===== config.mk =====
export PLATFORM = sky130hd
export DESIGN_NAME = boot_loader
export DESIGN_NICKNAME = d
export VERILOG_FILES = /design/src/rtl/boot_loader_pkg.sv /design/src/rtl/boot_loader_byte_packer.sv /design/src/rtl/boot_loader.sv
export SDC_FILE = /design/constraint.sdc
export NUM_CORES = 1
export LEC_CHECK = 0
export BUFFER_PORTS_ARGS = -buffer_cell sky130_fd_sc_hd__buf_2
export CAP_MARGIN = 0
export CORE_UTILIZATION = 49
export CTS_CLUSTER_DIAMETER = 40
export CTS_CLUSTER_SIZE = 8
export DETAILED_ROUTE_END_ITERATION = 12
export PLACE_DENSITY_LB_ADDON = 0.1
export SLEW_MARGIN = 20
export SYNTH_ARGS = -nofsm -noshare
export SYNTH_HDL_FRONTEND = slang
export SYNTH_HIERARCHICAL = 1
export SYNTH_SLANG_ARGS = --single-unit

===== constraint.sdc =====
create_clock -name clk -period 10.6 [get_ports clk]
set_input_delay 0.53 -clock clk [delete_from_list [all_inputs] [get_ports clk]]
set_output_delay 0.53 -clock clk [all_outputs]
set_load 0.1 [all_outputs]

===== src/rtl/boot_loader_pkg.sv =====
// Shared types and constants for the UART boot loader: FSM states,
// error codes and header length.
package boot_loader_pkg;

    localparam int HDR_BYTES = 4;

    typedef enum logic [2:0] {
        READ_SIZE,
        READ_DATA,
        WRITE,
        READ_SUM,
        DONE,
        ERROR
    } state_t;

    typedef enum logic [1:0] {
        ERR_NONE     = 2'd0,
        ERR_OVERSIZE = 2'd1,
        ERR_CHECKSUM = 2'd2
    } err_t;

endpackage


===== src/rtl/boot_loader_byte_packer.sv =====
// Assembles received bytes little-endian into one memory word; flush
// empties the word so unfilled upper lanes of a short last word read zero.
module byte_packer #(
    parameter int DATA_WIDTH = 32
) (
    input  logic                  clk,
    input  logic                  reset,
    input  logic                  push,
    input  logic [7:0]            data_byte,
    input  logic                  flush,
    output logic [DATA_WIDTH-1:0] word,
    output logic                  full
);
    localparam int BYTES = DATA_WIDTH / 8;
    localparam int IDX_W = (BYTES > 1) ? $clog2(BYTES) : 1;

    logic [IDX_W-1:0] idx_reg;

    // full flags the push that completes the word, so the caller can leave
    // its byte-collection state in the same cycle.
    assign full = push && (idx_reg == IDX_W'(BYTES - 1));

    always_ff @(posedge clk or negedge reset) begin
        if (!reset) begin
            idx_reg <= '0;
        end else if (flush) begin
            idx_reg <= '0;
        end else if (push) begin
            idx_reg <= full ? '0 : idx_reg + IDX_W'(1);
        end
    end

    generate
        for (genvar gi = 0; gi < BYTES; gi++) begin : g_lane
            logic [7:0] lane_reg;
            always_ff @(posedge clk or negedge reset) begin
                if (!reset) begin
                    lane_reg <= '0;
                end else if (flush) begin
                    lane_reg <= '0;
                end else if (push && (idx_reg == IDX_W'(gi))) begin
                    lane_reg <= data_byte;
                end
            end
            assign word[8*gi +: 8] = lane_reg;
        end
    endgenerate

endmodule


===== src/rtl/boot_loader.sv =====
// UART boot loader: reads a 4-byte little-endian size header, packs the
// payload into memory words, writes them from BASE_ADDR and checks a trailer sum.
module boot_loader
    import boot_loader_pkg::*;
#(
    parameter int                  DATA_WIDTH  = 32,
    parameter int                  ADDR_WIDTH  = 32,
    parameter logic [ADDR_WIDTH-1:0] BASE_ADDR = '0,
    parameter int                  MAX_BYTES   = 65536,
    parameter int                  CHECKSUM_EN = 1
) (
    input  logic                  clk,
    input  logic                  reset,
    input  logic                  start,
    output logic                  uart_out_valid,
    input  logic [7:0]            uart_out_data,
    input  logic                  uart_out_ready,
    output logic [ADDR_WIDTH-1:0] inst_mem_in_addr,
    output logic [DATA_WIDTH-1:0] inst_mem_in_data,
    output logic                  inst_mem_in_valid,
    input  logic                  inst_mem_in_ready,
    output logic                  completed,
    output logic                  error,
    output logic [1:0]            error_code
);
    localparam int BYTES = DATA_WIDTH / 8;

    state_t                state_reg, state_next;
    err_t                  err_reg, err_next;
    logic                  run_reg;
    logic [1:0]            hdr_cnt_reg, hdr_cnt_next;
    logic [31:0]           size_reg, size_next;
    logic [31:0]           cnt_reg, cnt_next;
    logic [7:0]            sum_reg, sum_next;
    logic [ADDR_WIDTH-1:0] addr_reg, addr_next;
    logic [31:0]           hdr_full;
    logic                  take;
    logic                  push;
    logic                  flush;
    logic                  word_full;
    state_t                after_payload;

    // run_reg keeps the byte request low while reset is held and raises it
    // on the first edge after release.
    assign uart_out_valid    = run_reg && ((state_reg == READ_SIZE) ||
                                           (state_reg == READ_DATA) ||
                                           (state_reg == READ_SUM));
    assign take              = uart_out_valid && uart_out_ready;
    assign inst_mem_in_valid = (state_reg == WRITE);
    assign inst_mem_in_addr  = addr_reg;
    assign completed         = (state_reg == DONE);
    assign error             = (state_reg == ERROR);
    assign error_code        = err_reg;
    assign hdr_full          = {uart_out_data, size_reg[23:0]};
    assign after_payload     = (CHECKSUM_EN != 0) ? READ_SUM : DONE;

    byte_packer #(
        .DATA_WIDTH (DATA_WIDTH)
    ) u_packer (
        .clk       (clk),
        .reset     (reset),
        .push      (push),
        .data_byte (uart_out_data),
        .flush     (flush),
        .word      (inst_mem_in_data),
        .full      (word_full)
    );

    always_ff @(posedge clk or negedge reset) begin
        if (!reset) begin
            state_reg   <= READ_SIZE;
            err_reg     <= ERR_NONE;
            run_reg     <= 1'b0;
            hdr_cnt_reg <= '0;
            size_reg    <= '0;
            cnt_reg     <= '0;
            sum_reg     <= '0;
            addr_reg    <= BASE_ADDR;
        end else begin
            state_reg   <= state_next;
            err_reg     <= err_next;
            run_reg     <= 1'b1;
            hdr_cnt_reg <= hdr_cnt_next;
            size_reg    <= size_next;
            cnt_reg     <= cnt_next;
            sum_reg     <= sum_next;
            addr_reg    <= addr_next;
        end
    end

    always_comb begin
        state_next   = state_reg;
        err_next     = err_reg;
        hdr_cnt_next = hdr_cnt_reg;
        size_next    = size_reg;
        cnt_next     = cnt_reg;
        sum_next     = sum_reg;
        addr_next    = addr_reg;
        push         = 1'b0;
        flush        = 1'b0;
        case (state_reg)
            READ_SIZE: begin
                if (take) begin
                    size_next[8*hdr_cnt_reg +: 8] = uart_out_data;
                    hdr_cnt_next = hdr_cnt_reg + 2'd1;
                    if (hdr_cnt_reg == 2'(HDR_BYTES - 1)) begin
                        if (hdr_full == 32'd0) begin
                            state_next = after_payload;
                        end else if (hdr_full > 32'(MAX_BYTES)) begin
                            state_next = ERROR;
                            err_next   = ERR_OVERSIZE;
                        end else begin
                            state_next = READ_DATA;
                        end
                    end
                end
            end
            READ_DATA: begin
                if (take) begin
                    push     = 1'b1;
                    sum_next = sum_reg + uart_out_data;
                    cnt_next = cnt_reg + 32'd1;
                    if (word_full || (cnt_next == size_reg)) begin
                        state_next = WRITE;
                    end
                end
            end
            WRITE: begin
                if (inst_mem_in_ready) begin
                    flush      = 1'b1;
                    addr_next  = addr_reg + ADDR_WIDTH'(BYTES);
                    state_next = (cnt_reg == size_reg) ? after_payload : READ_DATA;
                end
            end
            READ_SUM: begin
                if (take) begin
                    if (uart_out_data == sum_reg) begin
                        state_next = DONE;
                    end else begin
                        state_next = ERROR;
                        err_next   = ERR_CHECKSUM;
                    end
                end
            end
            DONE, ERROR: begin
                if (start) begin
                    state_next   = READ_SIZE;
                    err_next     = ERR_NONE;
                    hdr_cnt_next = '0;
                    size_next    = '0;
                    cnt_next     = '0;
                    sum_next     = '0;
                    addr_next    = BASE_ADDR;
                    flush        = 1'b1;
                end
            end
            default: state_next = READ_SIZE;
        endcase
    end

endmodule


==> results by group <==
Synthesis
  – Avg Cell Area, Syn: around 9 µm²
  – Post-Syn Instances: 935
  – Library cells used by synthesis: 74
  – Flops & latches, synth: 144
  – Ys async rst share: 1.00
  – YS warnings: 6
  – Sequential area share after synthesis: 0.426
  – Compound-Gate Fraction of Synth Area: 0.127
  – Largest family of logic cells by synthesized area: simple AND/OR/NAND/NOR gates
  – Mux share of post-synthesis cell area: 0.0528
  – XOR/XNOR Fraction of Synth Area: 0.0808
  – Cell area after synthesis: 0.00845 mm²
  – Adder-cell share of the synthesized area: 0.0305
  – Simple-gate share of the synthesized area: 0.243
  – Post-synth EDFFs: 0
  – Ys flop type: dfrtp_1

Global routing
  – Vias in the first global route: between 6000 and 7000
  – First-pass GRT wire length: 34700 µm
  – GR met1 Demand/Resource: 0.345
  – Grt total ovfl: 0
  – Largest net degree at the start of global routing: 75
  – Total GRT Usage: 0.251
  – Met2 GRT Util: 0.389
  – Grt met3 use: 0.0601
  – Initial antenna violation count: 0
  – GR peak layer: met2

STA
  – PnR worst setup slack: around 6.7 ns
  – Final setup violation count: 0
  – Max-slew headroom: 0.309
  – Final number of hold-violating endpoints: 0
  – Setup TNS: 0 ns
  – Worst Max-Slew Pin Slew: around 1.0 ns
  – FMAX: 259 MHz
  – Hold slack: ~0.12 ns
  – Slew Viols, Final: 0
  – RSZ-0062 raised after global routing: false
  – Post-route minimum period: 3.85 ns
  – Final worst-path cycle share: 0.364
  – Final Skew: between 0.01 and 0.015 ns

Drt
  – Vias per cell: 5.67
  – DR WL/cell: about 18 µm
  – First-pass iteration count of the detailed router: 5
  – Remaining DRCs: 0
  – Total Routed Length: 21500 µm
  – Antenna-violating nets left: 0
  – Vias: 6904
  – Drt first-iter violations: 454

Clock tree
  – Num CTS Buffers: 17
  – Post-cts sizing count: 0
  – CTS sink count: around 140
  – H-tree depth: 4
  – Clock tree root buffer cell: clkbuf_16
  – Clock Latency Late Sink: around 0.43 ns
  – CTS tree: done
  – Maximum root-to-sink buffer count: 2
  – Reg clk slew, reported paths: 0.06 ns
  – Cts hold-fix bufs: 0
  – Post-CTS Setup Repair Bufs: 0

Final layout
  – Most common cell after layout, fill and taps aside: dfrtp_1
  – N_diodes: 0
  – Most frequent cells in the layout: 144 x dfrtp_1, 122 x nand2_1, 79 x buf_2, 76 x o21ai_0, 58 x nor2_1
  – Share of layout cells above drive strength 1: 0.140
  – Final #Nets: 1018
  – Design area: 0.00951 mm²
  – Synth-to-Final Area Change: 12.5%
  – Fillers: 1515
  – Final Non-Filler Cells: ~1200

Worst setup path
  – Critical Path Start: cnt_reg[0]$_DFFE_PN0P_
  – Worst reg2reg endpoint: state_reg[0]$_DFFE_PN0P_
  – WP data required: 10.91 ns
  – Critical-path maximum fanout: 9
  – Critical path type: reg2reg
  – CP Capture Type: register
  – FF-to-FF Start: cnt_reg[0]$_DFFE_PN0P_
  – R2r worst-path depth: 9
  – CP Launch Type: register
  – Worst reg2reg setup slack: 6.75 ns
  – CP arrival: 4.17 ns

Run
  – Max-cap violations: 0

Power
  – Power per standard cell area: 226 mW/mm²
  – Max VDD drop: about 0.19 mV
  – Leakage power: 4.42 nW

Placed design
  – Final RePlAce weighted congestion: a little over 0.9
  – HPWL Detailed: 15000 µm
  – # placed instances: 1186
  – Worst slack, placed: 6.80 ns
  – Port buffer count: 80
  – Dpl cell area: 0.00894 mm²

Floorplanning
  – # rows: 47
  – Die width: 133 µm
  – Core Region: 0.0167 mm²
  – Initial core utilization: 0.506
  – Top-level I/O count: 83
  – Chip height: 133 µm
  – Die area: 0.0178 mm²

Min path
  – Worst min path class: in2async

Outcome
  – Status: completed
## per-layer routing
metal,vias to the layer above,wire [µm]
met5,-,0
met4,0,414
met3,31,986
met2,162,9920
met1,3312,10100
li1,3399,-
## Yosys cell counts, drive strengths merged (3+ instances only)
cell type / count / area share
a211oi: 3 / 0.0027
a21o: 4 / 0.0036
a21oi: 32 / 0.019
a31oi: 5 / 0.0037
and2: 6 / 0.0047
and3: 10 / 0.0074
and4: 3 / 0.0031
buf: 23 / 0.015
clkbuf: 35 / 0.016
dfrtp: 144 / 0.43
ha: 19 / 0.028
inv: 16 / 0.0071
mux2i: 42 / 0.050
nand2: 125 / 0.057
nand2b: 43 / 0.032
nand3: 49 / 0.030
nand4: 28 / 0.023
nor2: 59 / 0.026
nor2b: 7 / 0.0052
nor3: 15 / 0.0089
nor3b: 3 / 0.0027
nor4: 25 / 0.020
o211ai: 9 / 0.0086
o21ai: 79 / 0.047
o21bai: 3 / 0.0027
o22ai: 3 / 0.0022
o31ai: 15 / 0.015
or3: 7 / 0.0052
or4: 9 / 0.0084
xnor2: 45 / 0.047
xor2: 33 / 0.034
## final cells by class
class	count	area (µm²)	share of cell area
Clock inverter	12	128	0.0134
Clock buffer	19	443	0.0466
Multi-Input combinational cell	717	4530	0.476
Timing Repair Buffer	88	467	0.0491
Tap cell	220	275	0.0289
Inverter	17	63.8	0.00671
Sequential cell	144	3600	0.379
## power breakdown
group	total (W)	internal, W	switching, W
logic	0.000850	0.000250	0.000599
registers	0.000721	0.000629	0.0000920
clock network	0.000583	0.000334	0.000249
total	0.00215	0.00121	0.000940
## metrics by stage
step	power, W	utilization
6_report	0.00215	0.569
5_1_grt	0.00227	0.569
4_1_cts	0.00216	0.569
3_5_place_dp	0.00157	0.535
3_3_place_gp	0.00157	0.535
2_1_floorplan	0.00138	-
## critical path: stages (launching register included)
cell     delay [ns]
dfrtp_1        0.45
ha_1           0.31
nand3_1        0.29
or4_4          0.57
nor4_4         0.35
mux2i_1        0.14
or4_1          0.48
or4b_4         0.52
o31ai_4        0.30
mux2_4         0.33
## logic make-up after synthesis
family	Yosys count
XOR/XNOR	78
AO/OA/AOI/OAI	174
multiplexers	44
adder cells (fa/ha/maj)	20
buffers and inverters	75
flip-flops	144
AND/OR/NAND/NOR	398
other	2
## worst max-delay path by stage
stage / end / slack, ns / cells past startpoint
floorplan: state_reg[0]$_DFFE_PN0P_ / 7.12 / 10
global placement: state_reg[0]$_DFFE_PN0P_ / 6.88 / 9
detailed placement: state_reg[0]$_DFFE_PN0P_ / 6.80 / 9
CTS: state_reg[0]$_DFFE_PN0P_ / 6.75 / 9
global route: state_reg[0]$_DFFE_PN0P_ / 6.58 / 9
finish: state_reg[0]$_DFFE_PN0P_ / 6.75 / 9
(Power assumes the default switching activity.)
